**config.mk**
```make
export PLATFORM = sky130hd
export DESIGN_NAME = dm_port_server_flat
export DESIGN_NICKNAME = d
export VERILOG_FILES = /design/src/rtl/dm_port_server_pkg.sv /design/src/rtl/dm_port_server_if.sv /design/src/rtl/dm_port_server_rr_arbiter.sv /design/src/rtl/dm_port_server.sv /design/src/flat_wrapper.sv
export SDC_FILE = /design/constraint.sdc
export NUM_CORES = 1
export LEC_CHECK = 0
export ABC_AREA = 1
export ABC_CLOCK_PERIOD_IN_PS = 5800
export CORE_MARGIN = 1
export CORE_UTILIZATION = 25
export CTS_BUF_LIST = sky130_fd_sc_hd__clkbuf_4
export DETAILED_ROUTE_END_ITERATION = 8
export GPL_TIMING_DRIVEN = 1
export SLEW_MARGIN = 25
export SYNTH_ARGS = -nofsm -noshare
export SYNTH_HDL_FRONTEND = slang
export SYNTH_HIERARCHICAL = 1
export SYNTH_SLANG_ARGS = --single-unit
export TNS_END_PERCENT = 50
```
**constraint.sdc**
```tcl
create_clock -name clk -period 5.8 [get_ports clk]
set_clock_uncertainty 0.05 [all_clocks]
set_input_delay 1.45 -clock clk [delete_from_list [all_inputs] [get_ports clk]]
set_output_delay 1.45 -clock clk [all_outputs]
set_load 0.03 [all_outputs]
```
**src/rtl/dm_port_server_pkg.sv**
```systemverilog
// Shared definitions for the data-memory port server and the processor top.
package dm_port_pkg;

    localparam int unsigned DEF_NCORES = 4;
    localparam int unsigned DEF_AW     = 16;
    localparam int unsigned DEF_DW     = 16;

    typedef enum logic [1:0] {
        ST_IDLE  = 2'd0,
        ST_ISSUE = 2'd1,
        ST_RESP  = 2'd2
    } state_t;

    // Width of a core index; at least one bit so a single-core build still elaborates.
    function automatic int unsigned idx_width(input int unsigned n);
        return (n > 1) ? $clog2(n) : 1;
    endfunction

endpackage

```
**src/rtl/dm_port_server_if.sv**
```systemverilog
// Core-side and RAM-side signal bundle of the data-memory port server.
interface dm_port_server_if
    import dm_port_pkg::*;
#(
    parameter int unsigned NCORES = DEF_NCORES,
    parameter int unsigned AW     = DEF_AW,
    parameter int unsigned DW     = DEF_DW
) ();

    logic [NCORES-1:0]    core_req;
    logic [NCORES-1:0]    core_we;
    logic [NCORES*AW-1:0] core_addr;
    logic [NCORES*DW-1:0] core_wdata;
    logic [NCORES-1:0]    core_done;
    logic [NCORES*DW-1:0] core_rdata;
    logic [NCORES-1:0]    core_status;
    logic                 ram_en;
    logic                 ram_we;
    logic [AW-1:0]        ram_addr;
    logic [DW-1:0]        ram_wdata;
    logic [DW-1:0]        ram_rdata;
    logic                 all_done;
    logic                 busy;

    // Server side: the memory responder.
    modport slave (
        input  core_req, core_we, core_addr, core_wdata, core_done, ram_rdata,
        output core_rdata, core_status, ram_en, ram_we, ram_addr, ram_wdata,
        output all_done, busy
    );

    // Client side: cores plus the RAM.
    modport master (
        output core_req, core_we, core_addr, core_wdata, core_done, ram_rdata,
        input  core_rdata, core_status, ram_en, ram_we, ram_addr, ram_wdata,
        input  all_done, busy
    );

endinterface

```
**src/rtl/dm_port_server_rr_arbiter.sv**
```systemverilog
// Combinational round-robin picker: first eligible core after rr_ptr, wrapping.
module rr_arbiter
    import dm_port_pkg::*;
#(
    parameter int unsigned NCORES = DEF_NCORES,
    parameter int unsigned IW     = 2
) (
    input  logic [NCORES-1:0] eligible,
    input  logic [IW-1:0]     rr_ptr,
    output logic [IW-1:0]     grant,
    output logic              grant_valid
);

    logic [IW-1:0] cand;

    // Scan rr_ptr+1 .. rr_ptr+NCORES modulo NCORES; the first hit wins.
    always_comb begin
        grant       = '0;
        grant_valid = 1'b0;
        cand        = '0;
        for (int unsigned i = 1; i <= NCORES; i++) begin
            cand = IW'((32'(rr_ptr) + i) % NCORES);
            if (!grant_valid && eligible[cand]) begin
                grant       = cand;
                grant_valid = 1'b1;
            end
        end
    end

endmodule

```
**src/rtl/dm_port_server.sv**
```systemverilog
// Shared data-memory responder: round-robin arbitration of core requests
// onto one synchronous single-port RAM, plus a sticky global done flag.
module dm_port_server
    import dm_port_pkg::*;
#(
    parameter int unsigned NCORES = DEF_NCORES,
    parameter int unsigned AW     = DEF_AW,
    parameter int unsigned DW     = DEF_DW
) (
    input  logic             clk,
    input  logic             rst_n,
    dm_port_server_if.slave  bus
);

    localparam int unsigned IW = idx_width(NCORES);

    state_t               state;
    logic [IW-1:0]        rr_ptr;
    logic [IW-1:0]        gidx;
    logic [NCORES-1:0]    mask;
    logic [NCORES-1:0]    eligible;
    logic [NCORES-1:0]    g_onehot;
    logic [IW-1:0]        pick;
    logic                 pick_valid;
    logic                 acc_we;
    logic                 ram_en_q;
    logic                 ram_we_q;
    logic [AW-1:0]        ram_addr_q;
    logic [DW-1:0]        ram_wdata_q;
    logic [NCORES-1:0]    status_q;
    logic [NCORES*DW-1:0] rdata_q;
    logic                 all_done_q;

    // Requests still eligible after suppressing the core acked last cycle.
    always_comb begin
        eligible = bus.core_req & ~mask;
    end

    // One-hot form of the current grant index.
    always_comb begin
        g_onehot = NCORES'(1) << gidx;
    end

    rr_arbiter #(
        .NCORES (NCORES),
        .IW     (IW)
    ) u_arb (
        .eligible    (eligible),
        .rr_ptr      (rr_ptr),
        .grant       (pick),
        .grant_valid (pick_valid)
    );

    // Access sequencer: grant in IDLE, RAM cycle in ISSUE, return data/status in RESP.
    // acc_we keeps the access direction because ram_we is dropped after ISSUE.
    always_ff @(posedge clk or negedge rst_n) begin
        if (!rst_n) begin
            state       <= ST_IDLE;
            rr_ptr      <= IW'(NCORES - 1);
            gidx        <= '0;
            mask        <= '0;
            acc_we      <= 1'b0;
            ram_en_q    <= 1'b0;
            ram_we_q    <= 1'b0;
            ram_addr_q  <= '0;
            ram_wdata_q <= '0;
            status_q    <= '0;
            rdata_q     <= '0;
        end else begin
            case (state)
                ST_IDLE: begin
                    status_q <= '0;
                    mask     <= '0;
                    if (pick_valid) begin
                        gidx        <= pick;
                        acc_we      <= bus.core_we[pick];
                        ram_we_q    <= bus.core_we[pick];
                        ram_addr_q  <= bus.core_addr[pick*AW +: AW];
                        ram_wdata_q <= bus.core_wdata[pick*DW +: DW];
                        ram_en_q    <= 1'b1;
                        state       <= ST_ISSUE;
                    end else begin
                        ram_en_q <= 1'b0;
                    end
                end
                ST_ISSUE: begin
                    ram_en_q <= 1'b0;
                    ram_we_q <= 1'b0;
                    state    <= ST_RESP;
                end
                ST_RESP: begin
                    if (!acc_we) begin
                        rdata_q[gidx*DW +: DW] <= bus.ram_rdata;
                    end
                    status_q <= g_onehot;
                    rr_ptr   <= gidx;
                    mask     <= g_onehot;
                    state    <= ST_IDLE;
                end
                default: begin
                    state <= ST_IDLE;
                end
            endcase
        end
    end

    // Sticky completion flag, set once every core reports end_process.
    always_ff @(posedge clk or negedge rst_n) begin
        if (!rst_n) begin
            all_done_q <= 1'b0;
        end else if (&bus.core_done) begin
            all_done_q <= 1'b1;
        end
    end

    assign bus.ram_en      = ram_en_q;
    assign bus.ram_we      = ram_we_q;
    assign bus.ram_addr    = ram_addr_q;
    assign bus.ram_wdata   = ram_wdata_q;
    assign bus.core_status = status_q;
    assign bus.core_rdata  = rdata_q;
    assign bus.all_done    = all_done_q;
    assign bus.busy        = (state != ST_IDLE);

endmodule

```
**src/flat_wrapper.sv**
```systemverilog
// flat-port wrapper written by rule: the top's interface ports become plain ports
module dm_port_server_flat import dm_port_pkg::*;
#(
    parameter int unsigned NCORES = DEF_NCORES,
    parameter int unsigned AW     = DEF_AW,
    parameter int unsigned DW     = DEF_DW
)
  (clk, rst_n, bus_core_req, bus_core_we, bus_core_addr, bus_core_wdata, bus_core_done, bus_ram_rdata, bus_core_rdata, bus_core_status, bus_ram_en, bus_ram_we, bus_ram_addr, bus_ram_wdata, bus_all_done, bus_busy);
  dm_port_server_if #(.NCORES(NCORES), .AW(AW), .DW(DW)) bus_i ();
  input  logic clk;
  input  logic rst_n;
  input wire logic [$bits(bus_i.core_req)-1:0] bus_core_req;
  input wire logic [$bits(bus_i.core_we)-1:0] bus_core_we;
  input wire logic [$bits(bus_i.core_addr)-1:0] bus_core_addr;
  input wire logic [$bits(bus_i.core_wdata)-1:0] bus_core_wdata;
  input wire logic [$bits(bus_i.core_done)-1:0] bus_core_done;
  input wire logic [$bits(bus_i.ram_rdata)-1:0] bus_ram_rdata;
  output wire logic [$bits(bus_i.core_rdata)-1:0] bus_core_rdata;
  output wire logic [$bits(bus_i.core_status)-1:0] bus_core_status;
  output wire logic [$bits(bus_i.ram_en)-1:0] bus_ram_en;
  output wire logic [$bits(bus_i.ram_we)-1:0] bus_ram_we;
  output wire logic [$bits(bus_i.ram_addr)-1:0] bus_ram_addr;
  output wire logic [$bits(bus_i.ram_wdata)-1:0] bus_ram_wdata;
  output wire logic [$bits(bus_i.all_done)-1:0] bus_all_done;
  output wire logic [$bits(bus_i.busy)-1:0] bus_busy;
  assign bus_i.core_req = bus_core_req;
  assign bus_i.core_we = bus_core_we;
  assign bus_i.core_addr = bus_core_addr;
  assign bus_i.core_wdata = bus_core_wdata;
  assign bus_i.core_done = bus_core_done;
  assign bus_i.ram_rdata = bus_ram_rdata;
  assign bus_core_rdata = bus_i.core_rdata;
  assign bus_core_status = bus_i.core_status;
  assign bus_ram_en = bus_i.ram_en;
  assign bus_ram_we = bus_i.ram_we;
  assign bus_ram_addr = bus_i.ram_addr;
  assign bus_ram_wdata = bus_i.ram_wdata;
  assign bus_all_done = bus_i.all_done;
  assign bus_busy = bus_i.busy;
  dm_port_server #(.NCORES(NCORES), .AW(AW), .DW(DW)) u_core (.clk(clk), .rst_n(rst_n), .bus(bus_i));
endmodule
```
Word-level counts from Yosys, hierarchy flattened
Index checks and enable logic that the tools add are counted.
{"block": "totals", "inputBits": 158, "out_inout_bits": 104, "mem_bits_rw": 0, "register_bits": 110, "mem_count": 0, "word_cells": 72, "latch_bits": 0, "rom_bits": 0}
{"block": "classes", "div_mod_pow": 0, "order_cmp": 5, "n_mul": 0, "n_mux": 26, "addsub": 5, "shifts": 5, "n_eq_ne": 3, "reduce_logical": 14, "bitwise": 3}
{"cell": "$shiftx 64x7->16", "n": 2}
{"cell": "$bwmux 64", "n": 1}
{"cell": "$shift 16x34->64 const A", "n": 1}
{"cell": "$shiftx 16x34->64", "n": 1}
{"cell": "$neg 6->34", "n": 1}
{"cell": "$lt 2x3->1 const B", "n": 5}
{"cell": "$mux 1", "n": 11}
{"cell": "$bmux 1 s2", "n": 5}
{"cell": "$mux 2", "n": 5}
{"cell": "$pmux 4 s2", "n": 1}
{"cell": "$reduce_and 2->1", "n": 3}
{"cell": "$reduce_bool 2->1", "n": 3}
{"cell": "$add 2x1->2 const B", "n": 2}
{"cell": "$add 2x2->2 const B", "n": 2}
{"cell": "$and 4x4->4", "n": 1}
{"cell": "$not 4->4", "n": 1}
{"cell": "$pmux 1 s2", "n": 2}
{"cell": "$pmux 2 s2", "n": 1}
{"cell": "$reduce_and 4->1", "n": 1}
{"cell": "$shl 1x2->4 const A", "n": 1}
{"cell": "$logic_and 1x1->1", "n": 3}
{"cell": "$logic_not 1->1", "n": 3}
{"cell": "$eq 2x1->1 const B", "n": 1}
{"cell": "$eq 2x2->1 const B", "n": 1}
{"cell": "other kinds (3)", "n": 3}

Longest topological paths before layout
{"block": "logic_depth", "depth_word": 18, "mapped_depth": 16, "mapped_depth_nobuf": 15}

Hierarchy
The synthesis kept the hierarchy.
{"mod": "dm_port_server", "area_per_inst_um2": 5889.4, "cells_each": 860, "n_inst": 1, "seq_area_each_um2": 2755.1}
{"mod": "rr_arbiter", "area_per_inst_um2": 271.5, "cells_each": 52, "n_inst": 1, "seq_area_each_um2": 0.0}

Worst setup path before layout
No wires, ideal clock.
{"block": "synth_timing", "path_type": "input-to-reg", "from": "input port bus_core_req[3]", "to": "register u_core.ram_addr_q[11], in the netlist u_core/bus.ram_addr[11]", "t_required_ns": 5.681, "path_buffers": 2, "stages": 16, "arrival_time_ns": 2.929, "setup_ns": 0.069, "slack_ns": 2.752, "path_cell_list": "inv_1 -> nor2_1 -> nand2_1 -> nand2_1 -> nand2_4 -> nand2_4 -> nor2_1 -> a21oi_1 -> nand3_1 -> inv_1 -> buf_2 -> buf_2 -> nand2_1 -> nand2_1 -> nand3_1 -> nand3_1"}
{"block": "synth_via", "elab_chain_len": 14, "word_cells_on_any_way": 25, "cone_classes": "shift (1); mux (16); bitwise (1); reduce/logical (7)"}
{"element": "start: declaration", "line": "flat_wrapper.sv:12", "text": "input wire logic [$bits(bus_i.core_req)-1:0] bus_core_req;"}
{"element": "$and 4x4->4 *", "line": "dm_port_server.sv:36", "text": "eligible = bus.core_req & ~mask;"}
{"element": "net u_core.eligible[3]", "line": "dm_port_server.sv:21", "text": "logic [NCORES-1:0] eligible;"}
{"element": "$bmux 1 s2", "line": "dm_port_server_rr_arbiter.sv:23", "text": "if (!grant_valid && eligible[cand]) begin"}
{"element": "$mux 1 (not written as such)", "line": "dm_port_server_rr_arbiter.sv:23"}
{"element": "$mux 1", "line": "dm_port_server_rr_arbiter.sv:23"}
{"element": "$logic_not 1->1", "line": "dm_port_server_rr_arbiter.sv:23"}
{"element": "$logic_and 1x1->1", "line": "dm_port_server_rr_arbiter.sv:23"}
{"element": "$mux 1", "line": "dm_port_server_rr_arbiter.sv:23"}
{"element": "$logic_not 1->1", "line": "dm_port_server_rr_arbiter.sv:23"}
{"element": "$logic_and 1x1->1", "line": "dm_port_server_rr_arbiter.sv:23"}
{"element": "$mux 1", "line": "dm_port_server_rr_arbiter.sv:23"}
{"element": "$logic_not 1->1", "line": "dm_port_server_rr_arbiter.sv:23"}
{"element": "$logic_and 1x1->1", "line": "dm_port_server_rr_arbiter.sv:23"}
{"element": "$mux 2 *", "line": "dm_port_server_rr_arbiter.sv:23"}
{"element": "net u_core.pick[0]", "line": "dm_port_server.sv:23", "text": "logic [IW-1:0] pick;"}
{"element": "$shiftx 64x7->16 *", "line": "dm_port_server.sv:78", "text": "ram_addr_q <= bus.core_addr[pick*AW +: AW];"}
{"element": "end signal: assignment", "line": "dm_port_server.sv:78"}
{"element": "end: declaration", "line": "dm_port_server.sv:28", "text": "logic [AW-1:0] ram_addr_q;"}
The timed path passes the listed nets; every way through them passes the cells marked *. The select of a mux whose other input is x is not followed.
A chain may end at the register's enable or synchronous reset.

Worst setup path in the final report
{"block": "layout_timing", "from": "input port bus_core_req[3]", "to": "register u_core.ram_addr_q[14], in the netlist u_core/bus.ram_addr[14]"}
Same word-level chain as after synthesis.

==> summary.md <==
The flow ran to the end, and the final reports show no timing, DRC or antenna violations. Die width: 159 um. The run gives 5.98 mW as the overall power. For this block, the routed nets add up to 20.2 mm of wire. In the final timing run, aggregate negative setup slack is 0 ps. The logs give 398 uV for the maximum VDD drop and 6164 for the via count of the first global-routing pass. The run gives 3900 ps as the data arrival at the endpoint of the critical path. Ranked by instance count, the synthesized netlist is headed by nand2_1 (443), dfrtp_1 (108), inv_1 (94). The number of antenna-violating nets in the routed design is 0, and the number of clock sinks seen by CTS is 110. The weighted congestion reported at the end of routability-driven placement is 0.809, and the maximum net fanout on the critical path is 35. Dividing the detail-routed wire length by the instance count gives 13.7 um. The post-synthesis xor/xnor area fraction was 0; the total DRC errors in the routed layout was 0. Overall fraction of global-route tracks in use: 0.163. Leading cell type by number of instances after synthesis: nand2_1. For the number of nets at the end of the flow, the log shows 1311. The average cell area after synthesis came out at 6.76 um2. The logs give 6130 ps for the required time of the critical path and 68 for the pin count of the biggest net entering global routing. Type of the worst setup path: in2reg. After synthesis, the cell types taking the most area are dfrtp_1 (44%), nand2_1 (27%), nand3_1 (7.4%). Synthesized-area fraction occupied by ao, oa, aoi and oai cells: 0.0542.

STA classifies the critical path endpoint as a flip-flop. The number of setup buffers added after CTS is 0. The full die area was 25300 um2. The run gives 9210 um2 as the post-route standard cell area excluding fillers.

The core region is 24200 um2. Of all cell types, the one taking the most synthesized area is dfrtp_1. The first detailed-routing pass took 4 iterations. In this run the tool buffered the top-level ports with 261 buffer cells. In the synthesized netlist the dominant register cell turns out to be dfrtp_1. The worst register-to-register path has a depth of 14. The placed cell area was 9040 um2; the detailed-route wire length on metal 1 was 8.97 mm. The tools report the flip-flop and latch area as 2760 um2.

TritonCTS created 9 clock buffers. The worst setup slack after layout was 2220 ps. The run gives 0 as the number of pins exceeding their max-slew limit in the final report. Detailed routing inserted a total of 6372 vias. The synthesized design contains 110 register bits. Initial core utilization: 0.254. Hold is met by 434 ps. The tools report the beginning of the worst register-to-register path as u_core/rr_ptr[0]$_DFFE_PN1P_. The vertical die dimension works out to 159 um.

The cell sitting at the root of the clock tree is a clkbuf_4. In this run the power density over the cells is 650 nW/um2. For the number of cells in the finished layout apart from fillers, the log shows 1476. Derived from the worst setup path, the maximum achievable clock frequency is 279 MHz.

The standby leakage power was 4.59 nW; the register clock-pin slew on the reported worst setup and hold paths was 160 ps. Subtracting the final worst setup slack from the clock period gives 3580 ps. The area share of and/or/nand/nor cells after synthesis was 0.387; the area of the multi-input gates was 2830 um2. The run gives 2 as the worst-case clock buffer depth. The H-tree was split into 3 levels.

The final worst-path cycle share was 0.617; the fraction of synthesis flops using an asynchronous set or reset pin was 1.00. The top-area cell type share of the netlist area came out at 0.439. The min-delay analysis places its worst path in the category reg2reg. The actual slew at the worst max-slew pin is 967 ps.

The run gives 1 as the initial antenna violation count. The synthesized design contains 0 enable-type register cells. For this block, the initial DRC count from the detailed router was 334. The area share of fa/ha/maj cells after synthesis was 0.0142; the max-cap violation count was 0. The proportion of synthesized chip area in sequential cells is 0.447, and the global-route wire length before repair is 32.8 mm. Fraction of synthesized area in multiplexers: 0. The worst hold path was traced through 2 stages.

262 I/O pins were placed. Post-CTS repair changed the size of 0 cells. At the placement stage, the worst setup path has a slack of 1660 ps.

Summing every instance area after synthesis gives 6160 um2. The origin of the worst setup path was bus_core_req[3]. The quantity of hold-fixing buffers added after cts is 0. The average via count per standard cell was 4.32; the cell count after synthesis was 912. Startpoint class of the critical path: an input pin. The run gives 0 as the setup violation total in the final timing report. The synthesized net count is 1077, and the insertion delay to the later sink of the worst-skew pair is 470 ps. The global-route congestion overflow total was 0; the count of final hold-check violations was 0. The startpoint identified for the worst hold timing path is u_core/bus.all_done$_DFFE_PN0P_. Relative to the synthesized area, the layout overhead comes to 49.5%.

After synthesis, the largest family of logic cells by area is simple AND/OR/NAND/NOR gates. The share of layout cells above drive strength 1 was 0.0408; the post-layout utilization of the core was 0.380. Summed over all nets, wire length on met3 after detailed routing comes to 1.71 mm.

After filler insertion, the fill cell instance count of the layout stands at 2598. After detailed routing, the met2 layer carries 9.23 mm of wire. TritonCTS built the clock tree.

The top layer reached by signal wires is met4. The number of placement rows came out at 57. For this run, the number of Yosys warnings is 6.

For the worst relative slew slack, the log shows 0.354. After legalization and detailed placement, the total HPWL measured 14.8 mm. Total instance count after detailed placement: 1459. Setup repair after global routing left no endpoint under its margin. In this run, distinct cell masters in the synthesized netlist total 25.
-- layer usage --
layer | global-route usage | vias to the layer above
li1 | - | 3255
met1 | 0.207 | 2863
met2 | 0.270 | 233
met3 | 0.0508 | 21
met4 | 0.0389 | 0
met5 | 0 | -
-- logic make-up (layout without fill, tap and decap cells) --
family | Yosys count | after routing
AO/OA/AOI/OAI | 64 | 64
adder cells (fa/ha/maj) | 7 | 7
other | 0 | 1
flip-flops | 110 | 110
AND/OR/NAND/NOR | 586 | 586
buffers and inverters | 145 | 384
-- power by group --
part | switching, mW | total, mW | internal, mW
Sequential | 0.252 | 1.39 | 1.14
Combinational | 2.72 | 4.15 | 1.43
Clock | 0.266 | 0.444 | 0.178
-- sequential cells by signal, indices dropped and copies added, names as in the netlist --
signal / flops
u_core/bus.ram_we: 1
u_core/bus.ram_addr: 16
u_core/state: 2
u_core/gidx: 2
u_core/rr_ptr: 2
u_core/bus.all_done: 1
u_core/bus.ram_wdata: 16
u_core/bus.core_rdata: 64
u_core/bus.ram_en: 1
u_core/bus.core_status: 4
u_core/acc_we: 1
-- critical path, stage by stage --
cell and delay (ps):
clkdlybuf4s50_1 450, inv_1 30, nor2_1 140, nand2_2 80
nand2_1 110, nand2_1 110, o21a_1 210, nand3_2 70
buf_4 360, inv_1 450, nand3_1 210, nand2_1 80
nand2_1 60, nand2_1 50
-- path summary, 6_finish.rpt --
path / slack, ps / to
worst max-delay path: 2220 / u_core/bus.ram_addr[14]$_DFFE_PN0P_
worst min-delay path: 430 / u_core/bus.all_done$_DFFE_PN0P_
worst max register to register: 2820 / u_core/bus.ram_addr[14]$_DFFE_PN0P_
worst min register to register: 430 / u_core/bus.all_done$_DFFE_PN0P_
max in group asynchronous: 3510 / u_core/bus.ram_wdata[3]$_DFFE_PN0P_
min in group asynchronous: 1010 / u_core/bus.core_rdata[21]$_DFFE_PN0P_
-- cells in the final DEF (no fill, tap or decap), drive strengths merged, types with 2 or more instances in the layout --
cell and n:
nand2 450, nor2 40, clkbuf 9, nand4 4
clkinv 5, bufinv 2, buf 11, clkdlybuf4s50 260
dfstp 2, a21oi 3, a22o 3, o21ai 57
nand3 91, dfrtp 108, inv 97, ha 7
-- final cells by class --
class                   count  share of cell area
clock inverters             7              0.0106
flip-flops and latches    110               0.299
inverters                  97              0.0395
repair buffers            271               0.292
diodes                      1            0.000272
multi-input cells         657               0.308
well taps                 324              0.0440
clock buffers               9             0.00734
Power figures use the tool's default switching activity.
==> patch (config.mk and constraints unchanged) <==
Encoding of `state_t`: now one-hot (3 bits for 3 states).
--- a/src/rtl/dm_port_server_pkg.sv
+++ b/src/rtl/dm_port_server_pkg.sv
@@ -5,10 +5,10 @@
     localparam int unsigned DEF_AW     = 16;
     localparam int unsigned DEF_DW     = 16;
 
-    typedef enum logic [1:0] {
-        ST_IDLE  = 2'd0,
-        ST_ISSUE = 2'd1,
-        ST_RESP  = 2'd2
+    typedef enum logic [2:0] {
+        ST_IDLE  = 3'b001,
+        ST_ISSUE = 3'b010,
+        ST_RESP  = 3'b100
     } state_t;
 
     // Width of a core index; at least one bit so a single-core build still elaborates.
Behaviour: same outputs for any inputs over 4 cycles, from zero or initial values and one cycle with rst_n low; so few cycles prove little.
==> patch against the unedited design <==
  * Utilization down 1.8 points
  * Clock power down 10%
  * Die area up 10%
  * Hold slack better by 0.012 ns
  * Critical endpoint is now bus_busy
  * Area after synthesis up 10%
  * Cell area up 5.4%
  * Wire length up 5.8%
  * Worst setup slack worse by 0.18 ns
  * Sequential cell count up 1
  * Total power up 3.8%
==> patch: results (changes against the unedited design) <==
stage,metric,value,unit,change
status,status,"finished, final reports clean",,
critical_path,cp_max_fo,10,,-71%
synthesis,synth_cell_types,27,,+8.0%
finish,drive_gt1_share,8.667,%,+4.6 points
pwr,max-vdd-ir-drop,0.0003307,V,-17%
finish,diodes,0,,-1
finish,fin_nets,1360,,+3.7%
place,hpwlAfterDp,15.51,mm,+4.5%
detailed_routing,post_drt_wl_per_cell,13.85,µm,+1.3%
detailed_routing,viasPerCell,4.361,,+1.0%
clock_network,clk_pin_slew,0.18,ns,+0.02 ns
pwr,p_switching,3.430,mW,+5.9%
synthesis,synthTopCellsByCount,"nand2_1 (409), inv_1 (165), nand3_1 (118)",,
detailed_routing,drt_iter0_drc,369,,+10%
global_route,track_usage,15.23,%,-1.1 points
place,place_inst,1525,,+4.5%
place,placed_cell_area,9567,µm²,+5.9%
global_route,grt_pass1_vias,6353,,+3.1%
clock_network,clk_latency,0.49,ns,+0.02 ns
synthesis,ys_seq_area_share,40.89,%,-3.8 points
pwr,power_leakage,4.978,nW,+8.4%
critical_path,crit_arrival,2.26,ns,-1.64 ns
global_route,grt_pass1_wl,33.71,mm,+2.7%
synthesis,synth_area_leaders,"dfrtp_1 (40%), nand2_1 (23%), inv_1 (9.1%)",,
timing,slew_headroom,42.09,%,+6.7 points
finish,nFillCells,2824,,+8.7%
synthesis,syn-num-nets,1133,,+5.2%
synthesis,syn_area_per_cell,7.028,µm²,+4.0%
detailed_routing,drt_pass1_iterations,5,,+1
global_route,antenna_found_initial,0,,-1
place,place_congestion,0.8699,,+7.5%
clock_network,cts_max_path_buffers,2,,unchanged
global_route,grt_max_degree,82,,+21%
## patch: cell types whose count changed after synthesis, moves of 4 or more
cell,unedited run,this run
nand2_1,443,409
o21ai_0,56,5
nor2_1,37,7
o21ai_1,1,10
buf_2,33,23
inv_1,94,165
buf_6,0,12
nand4_4,0,4
nand3_1,91,118
o21ai_2,0,54
## patch: critical path, stage by stage (launching register included)
cell and delay (ns):
dfrtp_1 0.73, inv_2 0.08, nand3_1 0.23, clkdlybuf4s50_1 0.74
## patch: kinds of logic (layout without fill, tap and decap cells)
group           Yosys count  count (layout)  synth area share [%]
simple gates            557             557                 35.30
buf+inv                 221             453                 14.22
flops                   111             111                 40.89
compound gates           72              72                 8.313
fa+ha+maj                 7               7                 1.287
## patch: cell type report
class	count	area [µm²]	area share, %
Clock buffer	9	67.56	0.6961
Inverter	170	640.6	6.600
Multi-Input combinational cell	636	3059	31.52
Tap cell	341	426.7	4.396
Clock inverter	7	71.32	0.7348
Sequential cell	111	2781	28.66
Timing Repair Buffer	267	2659	27.39
## patch: routing by layer
metal | GRT usage (%) | wire length, µm | up-vias
li1 | - | - | 3370
met1 | 19.53 | 9305 | 3046
met2 | 24.69 | 9763 | 277
met3 | 4.254 | 1763 | 27
met4 | 4.791 | 508 | 0
met5 | 0 | 0 | -
## patch: worst paths after layout
check / from / end / slack [ns] / depth (start not counted)
setup / recovery: u_core/state[2] / bus_busy / 2.04 / 3
hold / removal: u_core/bus.all_done / u_core/bus.all_done / 0.45 / 2
setup reg to reg: u_core/rr_ptr[0] / u_core/bus.ram_addr[7] / 2.95 / 15
hold reg to reg: u_core/bus.all_done / u_core/bus.all_done / 0.45 / 2
max in group asynchronous: rst_n / u_core/state[0] / 3.81 / 2
min in group asynchronous: rst_n / u_core/bus.core_rdata[29] / 0.93 / 1
## patch: power by group through the flow
stage | Sequential (mW) | Clock [mW] | Combinational [mW]
after floorplan | 2.04 | 0 | 2.40
after global placement | 1.43 | 0 | 4.41
after detailed placement | 1.44 | 0 | 4.44
after CTS | 1.43 | 0.426 | 4.44
after global routing | 1.48 | 0.452 | 4.86
final | 1.42 | 0.398 | 4.39
## patch: stage by stage
step                hold slack, ns  worst slack [ns]  util [%]
floorplan                   0.3990             2.717         -
global placement            0.4088             1.549     35.67
detailed placement          0.4046             1.796     35.70
CTS                         0.4477             1.924     36.21
global route                0.4751             1.879     36.21
finish                      0.4462             2.039     36.21
